--- config.mk ---
export PLATFORM = sky130hd
export DESIGN_NAME = imem_loader
export DESIGN_NICKNAME = d
export VERILOG_FILES = /design/src/rtl/imem_loader.sv
export SDC_FILE = /design/constraint.sdc
export NUM_CORES = 1
export LEC_CHECK = 0
export CORE_MARGIN = 2
export CORE_UTILIZATION = 40
export CTS_CLUSTER_DIAMETER = 40
export DETAILED_ROUTE_END_ITERATION = 8
export SLEW_MARGIN = 20
export SYNTH_ARGS = -nofsm -noshare
export SYNTH_HDL_FRONTEND = slang
export SYNTH_SLANG_ARGS = --single-unit
export TNS_END_PERCENT = 10
--- constraint.sdc ---
create_clock -name clk -period 6.3 [get_ports clk]
set_input_delay 1.89 -clock clk [delete_from_list [all_inputs] [get_ports clk]]
set_output_delay 1.89 -clock clk [all_outputs]
set_load 0.05 [all_outputs]
--- src/rtl/imem_loader.sv ---
// imem_loader: boot-time instruction-memory loader.
// Accepts a framed byte stream (LEN_HI, LEN_LO, 4*N payload bytes with each
// word MSB first, CSUM). It packs the payload into 32-bit big-endian words
// and writes them to sequential word addresses. The CPU is held in reset
// until the XOR checksum over all preceding frame bytes matches CSUM.
// Ports:
//   clk, rst           clock; synchronous active-high reset
//   rx_valid, rx_data  byte stream input
//   rx_ready           byte accepted when rx_valid & rx_ready at a rising edge
//   wr_en              one-cycle instruction-memory write strobe
//   wr_addr, wr_data   registered write word address and data (held when idle)
//   cpu_rst            CPU reset, released only once the load has verified
//   done, err          sticky success / failure flags
module imem_loader #(
  parameter int unsigned ADDR_W    = 10,
  parameter int unsigned MAX_WORDS = 1024
) (
  input  logic              clk,
  input  logic              rst,
  input  logic              rx_valid,
  input  logic [7:0]        rx_data,
  output logic              rx_ready,
  output logic              wr_en,
  output logic [ADDR_W-1:0] wr_addr,
  output logic [31:0]       wr_data,
  output logic              cpu_rst,
  output logic              done,
  output logic              err
);

  typedef enum logic [2:0] {
    S_LEN_HI,
    S_LEN_LO,
    S_DATA,
    S_CSUM,
    S_DONE,
    S_ERR
  } state_t;

  state_t            state;
  state_t            state_nxt;
  logic [7:0]        len_hi;
  logic [15:0]       len;
  logic [ADDR_W-1:0] word_idx;
  logic [1:0]        byte_cnt;
  logic [23:0]       asm_q;
  logic [7:0]        xor_acc;

  logic              accept;
  logic [15:0]       len_rx;
  logic              too_long;
  logic              last_word;

  assign rx_ready = (state != S_DONE);
  assign done     = (state == S_DONE);
  assign err      = (state == S_ERR);
  assign cpu_rst  = (state != S_DONE);

  assign accept   = rx_valid & rx_ready;
  assign len_rx   = {len_hi, rx_data};
  assign too_long = 32'(len_rx) > 32'(MAX_WORDS);
  // Compared one bit wider than the length so N = 2^ADDR_W still matches
  // on its final word.
  assign last_word = ({1'b0, len} == (17'(word_idx) + 17'd1));

  always_comb begin
    state_nxt = state;
    case (state)
      S_LEN_HI: if (accept) state_nxt = S_LEN_LO;
      S_LEN_LO: begin
        if (accept) begin
          if (too_long)           state_nxt = S_ERR;
          else if (len_rx == '0)  state_nxt = S_CSUM;
          else                    state_nxt = S_DATA;
        end
      end
      S_DATA: begin
        if (accept && (byte_cnt == 2'd3) && last_word) state_nxt = S_CSUM;
      end
      S_CSUM: begin
        if (accept) state_nxt = (rx_data == xor_acc) ? S_DONE : S_ERR;
      end
      default: state_nxt = state;
    endcase
  end

  always_ff @(posedge clk) begin
    if (rst) begin
      state    <= S_LEN_HI;
      len_hi   <= '0;
      len      <= '0;
      word_idx <= '0;
      byte_cnt <= '0;
      asm_q    <= '0;
      xor_acc  <= '0;
      wr_en    <= 1'b0;
      wr_addr  <= '0;
      wr_data  <= '0;
    end else begin
      state <= state_nxt;
      wr_en <= 1'b0;
      if (accept) begin
        case (state)
          S_LEN_HI: begin
            len_hi  <= rx_data;
            xor_acc <= xor_acc ^ rx_data;
          end
          S_LEN_LO: begin
            len     <= len_rx;
            xor_acc <= xor_acc ^ rx_data;
          end
          S_DATA: begin
            xor_acc  <= xor_acc ^ rx_data;
            asm_q    <= {asm_q[15:0], rx_data};
            byte_cnt <= byte_cnt + 2'd1;
            if (byte_cnt == 2'd3) begin
              wr_en    <= 1'b1;
              wr_addr  <= word_idx;
              wr_data  <= {asm_q, rx_data};
              word_idx <= word_idx + ADDR_W'(1);
            end
          end
          default: ;
        endcase
      end
    end
  end

endmodule
==> flow_metrics.py <==
metrics = {
    "run_status": {
        "status": "completed",
    },
    "floorplanning": {
        "row_count": 39,
        "pin_count": 58,
        "die_w_um": 111,
        "initial_core_util_pct": 40.7,
        "die_y_um": 111,
        "die_area_um2": 12400,
        "core_area_um2": 11300,
    },
    "worst_setup_path": {
        "reg2reg_depth": 7,
        "crit_family": "simple AND/OR/NAND/NOR gates",
        "cp.arrival_ps": 4460,
        "cp_num_cells": 8,
        "worstSetupEndpointType": "register",
        "critPathMaxFanout": 28,
        "slowest_delay_ps": 630,
        "path_class": "in2reg",
        "path_cells": "clkdlybuf4s50_1 > and4bb_2 > and2_1 > buf_4 > and2_1 > nand4_1 > or4_4 > a22o_1",
        "cpMaxStageDelayCell": "and4bb_2",
        "start_kind": "input pin",
        "crit_buf_inv": 2,
        "cpMostUsedCell": "and2_1",
        "required_ps": 6590,
    },
    "grt": {
        "overflow": 0,
        "grt_pass1_vias": 3656,
        "antenna_found_initial": 0,
        "grt_max_degree": 116,
        "grt_pass1_wl_um": 17600,
        "grt_usage_pct": 17.6,
    },
    "timing": {
        "tightest_slew_ps": 836,
        "rsz0062_at_grt": "false",
        "fmax_mhz": 240,
        "slew-limit-headroom_pct": 44.2,
        "fin_crit_sh_pct": 66.3,
        "skew_ps": 11.4,
        "hold_violations": 0,
        "setup_tns_ps": 0,
        "setup_viol_count_final": 0,
        "fin_crit_ps": 4170,
        "timing_max_transition_violations_final": 0,
    },
    "synthesis": {
        "yosysWarnings": 0,
        "netlist_instances": 589,
        "syn_area_um2": 4610,
        "yosysSeqAreaShare_pct": 49.5,
        "synth_seq_cells": 114,
        "syn_nets": 602,
        "avgSynthCellArea_um2": 7.82,
        "yosysUniqueCellTypes": 41,
    },
    "route": {
        "drc": 0,
        "wl_per_cell_um": 13.6,
        "vias_per_cell": 5.00,
        "ant_nets": 0,
        "routed_wl_um": 10600,
        "dr.pass1.iters": 4,
        "vias": 3887,
        "drt_iter0_drc": 206,
    },
    "power": {
        "peakVddDrop_mv": 0.171,
        "power.total_w": 0.00178,
        "power.density_nw_per_um2": 309,
        "leakagePower_nw": 2.01,
    },
    "finish": {
        "drive_above_1_share_pct": 6.77,
        "n_antenna_cell": 0,
        "multiInputGateArea_um2": 2140,
        "register_area_um2": 2280,
        "nFillCells": 1157,
        "nets": 636,
        "area_growth_pct": 25.1,
    },
    "clock_network": {
        "clk_latency_ps": 400,
        "root_buffer": "clkbuf_16",
        "h-tree-depth": 4,
        "cts_hold_buf": 0,
        "cts_resized": 0,
        "postCtsSetupBuffers": 0,
        "cts.clk_slew.worst_paths_ps": 60,
        "cts_tree": "built",
        "numCtsBuffers": 17,
        "clk_path_buf_depth": 2,
        "clkSinkCount": 114,
    },
    "place": {
        "gp_congestion": 0.816,
        "port_buffers": 57,
        "hpwl_um": 6800,
    },
    "hold_path": {
        "hp-class": "reg2reg",
        "hold_depth": 2,
    },
    "job": {
        "maxCapViolCount": 0,
    },
}
## report_power, final
part	switching, W	internal, W
sequential	0.0000181	0.000740
combinational	0.0000718	0.0000404
clock	0.000334	0.000577
## kinds of logic (layout without fill, tap and decap cells)
| logic type | after synthesis | count (layout) | synth area share (%) |
|---|---|---|---|
| compound gates | 108 | 108 | 12.3 |
| xor+xnor | 39 | 39 | 7.41 |
| buf+inv | 46 | 92 | 4.07 |
| mux | 1 | 1 | 0.217 |
| fa+ha+maj | 2 | 2 | 0.543 |
| flops | 114 | 114 | 49.5 |
| simple gates | 279 | 279 | 25.9 |
## cell usage after synthesis (all sizes together)
| cell type | n | area [um2] |
|---|---|---|
| o311ai | 1 | 8.76 |
| nand4 | 3 | 33.8 |
| and3 | 3 | 18.8 |
| nor3 | 5 | 25.0 |
| buf | 12 | 60.1 |
| nand3 | 6 | 30.0 |
| mux2i | 1 | 10.0 |
| xor2 | 24 | 210 |
| inv | 1 | 3.75 |
| o211ai | 1 | 7.51 |
| o31a | 1 | 8.76 |
| xnor2 | 15 | 131 |
| nand2b | 5 | 31.3 |
| a31o | 1 | 8.76 |
| nor2 | 29 | 111 |
| ha | 2 | 25.0 |
| clkbuf | 33 | 124 |
| or2 | 2 | 12.5 |
| or4 | 3 | 27.5 |
| and4 | 1 | 8.76 |
| nand4b | 1 | 8.76 |
| nand2 | 202 | 758 |
| nor2b | 5 | 31.3 |
| and2 | 7 | 45.1 |
| a21oi | 95 | 475 |
| a31oi | 3 | 18.8 |
| o31ai | 2 | 15.0 |
| dfxtp | 114 | 2280 |
| a22o | 1 | 8.76 |
| o21ai | 3 | 15.0 |
| nor4 | 5 | 31.3 |
| and4bb | 1 | 12.5 |
| nor3b | 1 | 7.51 |
## sequential cells by signal, summed over array words and instances, names as in the netlist
register	cells
wr_data	32
word_idx	10
wr_en	1
state	3
len_hi	8
wr_addr	10
byte_cnt	2
xor_acc	8
len	16
asm_q	24
## layout make-up
| class | instances | share of cell area (%) |
|---|---|---|
| Clock buffer | 17 | 7.38 |
| Clock inverter | 14 | 2.45 |
| Inverter | 1 | 0.0651 |
| Multi-Input combinational cell | 429 | 37.1 |
| Sequential cell | 114 | 39.6 |
| Tap cell | 143 | 3.10 |
| Timing Repair Buffer | 60 | 10.3 |
## routing by layer
layer | track usage (%) | part of all wire (%) | up-vias
met1 | 23.5 | 49 | 1804
li1 | - | - | 1987
met3 | 5.30 | 4.6 | 2
met5 | 0 | 0 | -
met2 | 27.9 | 46 | 94
met4 | 4.77 | 0.23 | 0
## tightest hold or removal path, cell delays in order, from the launching register on
cell and delay (ps):
dfxtp_1 300, nand2_1 50, a21oi_1 50
## cells in the final DEF, fill, tap and decap left out, types with 4 or more instances in the layout
| cell | Yosys | final |
|---|---|---|
| a21oi_1 | 95 | 95 |
| and2_1 | 6 | 6 |
| clkbuf_16 | 0 | 17 |
| clkdlybuf4s50_1 | 0 | 56 |
| clkinv_2 | 0 | 5 |
| clkinvlp_4 | 0 | 4 |
| dfxtp_1 | 114 | 114 |
| nand2_1 | 202 | 202 |
| nand2b_1 | 5 | 5 |
| nand3_1 | 6 | 6 |
| nor2_1 | 28 | 28 |
| nor2b_1 | 5 | 5 |
| nor3_1 | 5 | 5 |
| nor4_1 | 5 | 5 |
| xnor2_1 | 15 | 15 |
| xor2_1 | 24 | 24 |
## final timing paths
path                             startpoint     endpoint  slack [ps]
worst max-delay path               rx_valid     state[1]        2130
worst min-delay path            wr_data[19]  wr_data[19]         450
worst max register to register     state[1]     state[1]        3610
worst min register to register  wr_data[19]  wr_data[19]         450
## metrics by stage
stage,instance area (um2),util [%],hold slack [ps],instances,setup WS [ps]
finish,5760,50.9,451,778,2130
global route,5760,50.9,466,778,1950
CTS,5760,50.9,453,778,2130
detailed placement,5190,45.9,445,747,1720
global placement,5190,45.9,441,747,1770
floorplan,4610,-,431,589,2950
Note: power is estimated with default switching activity, not from simulation.
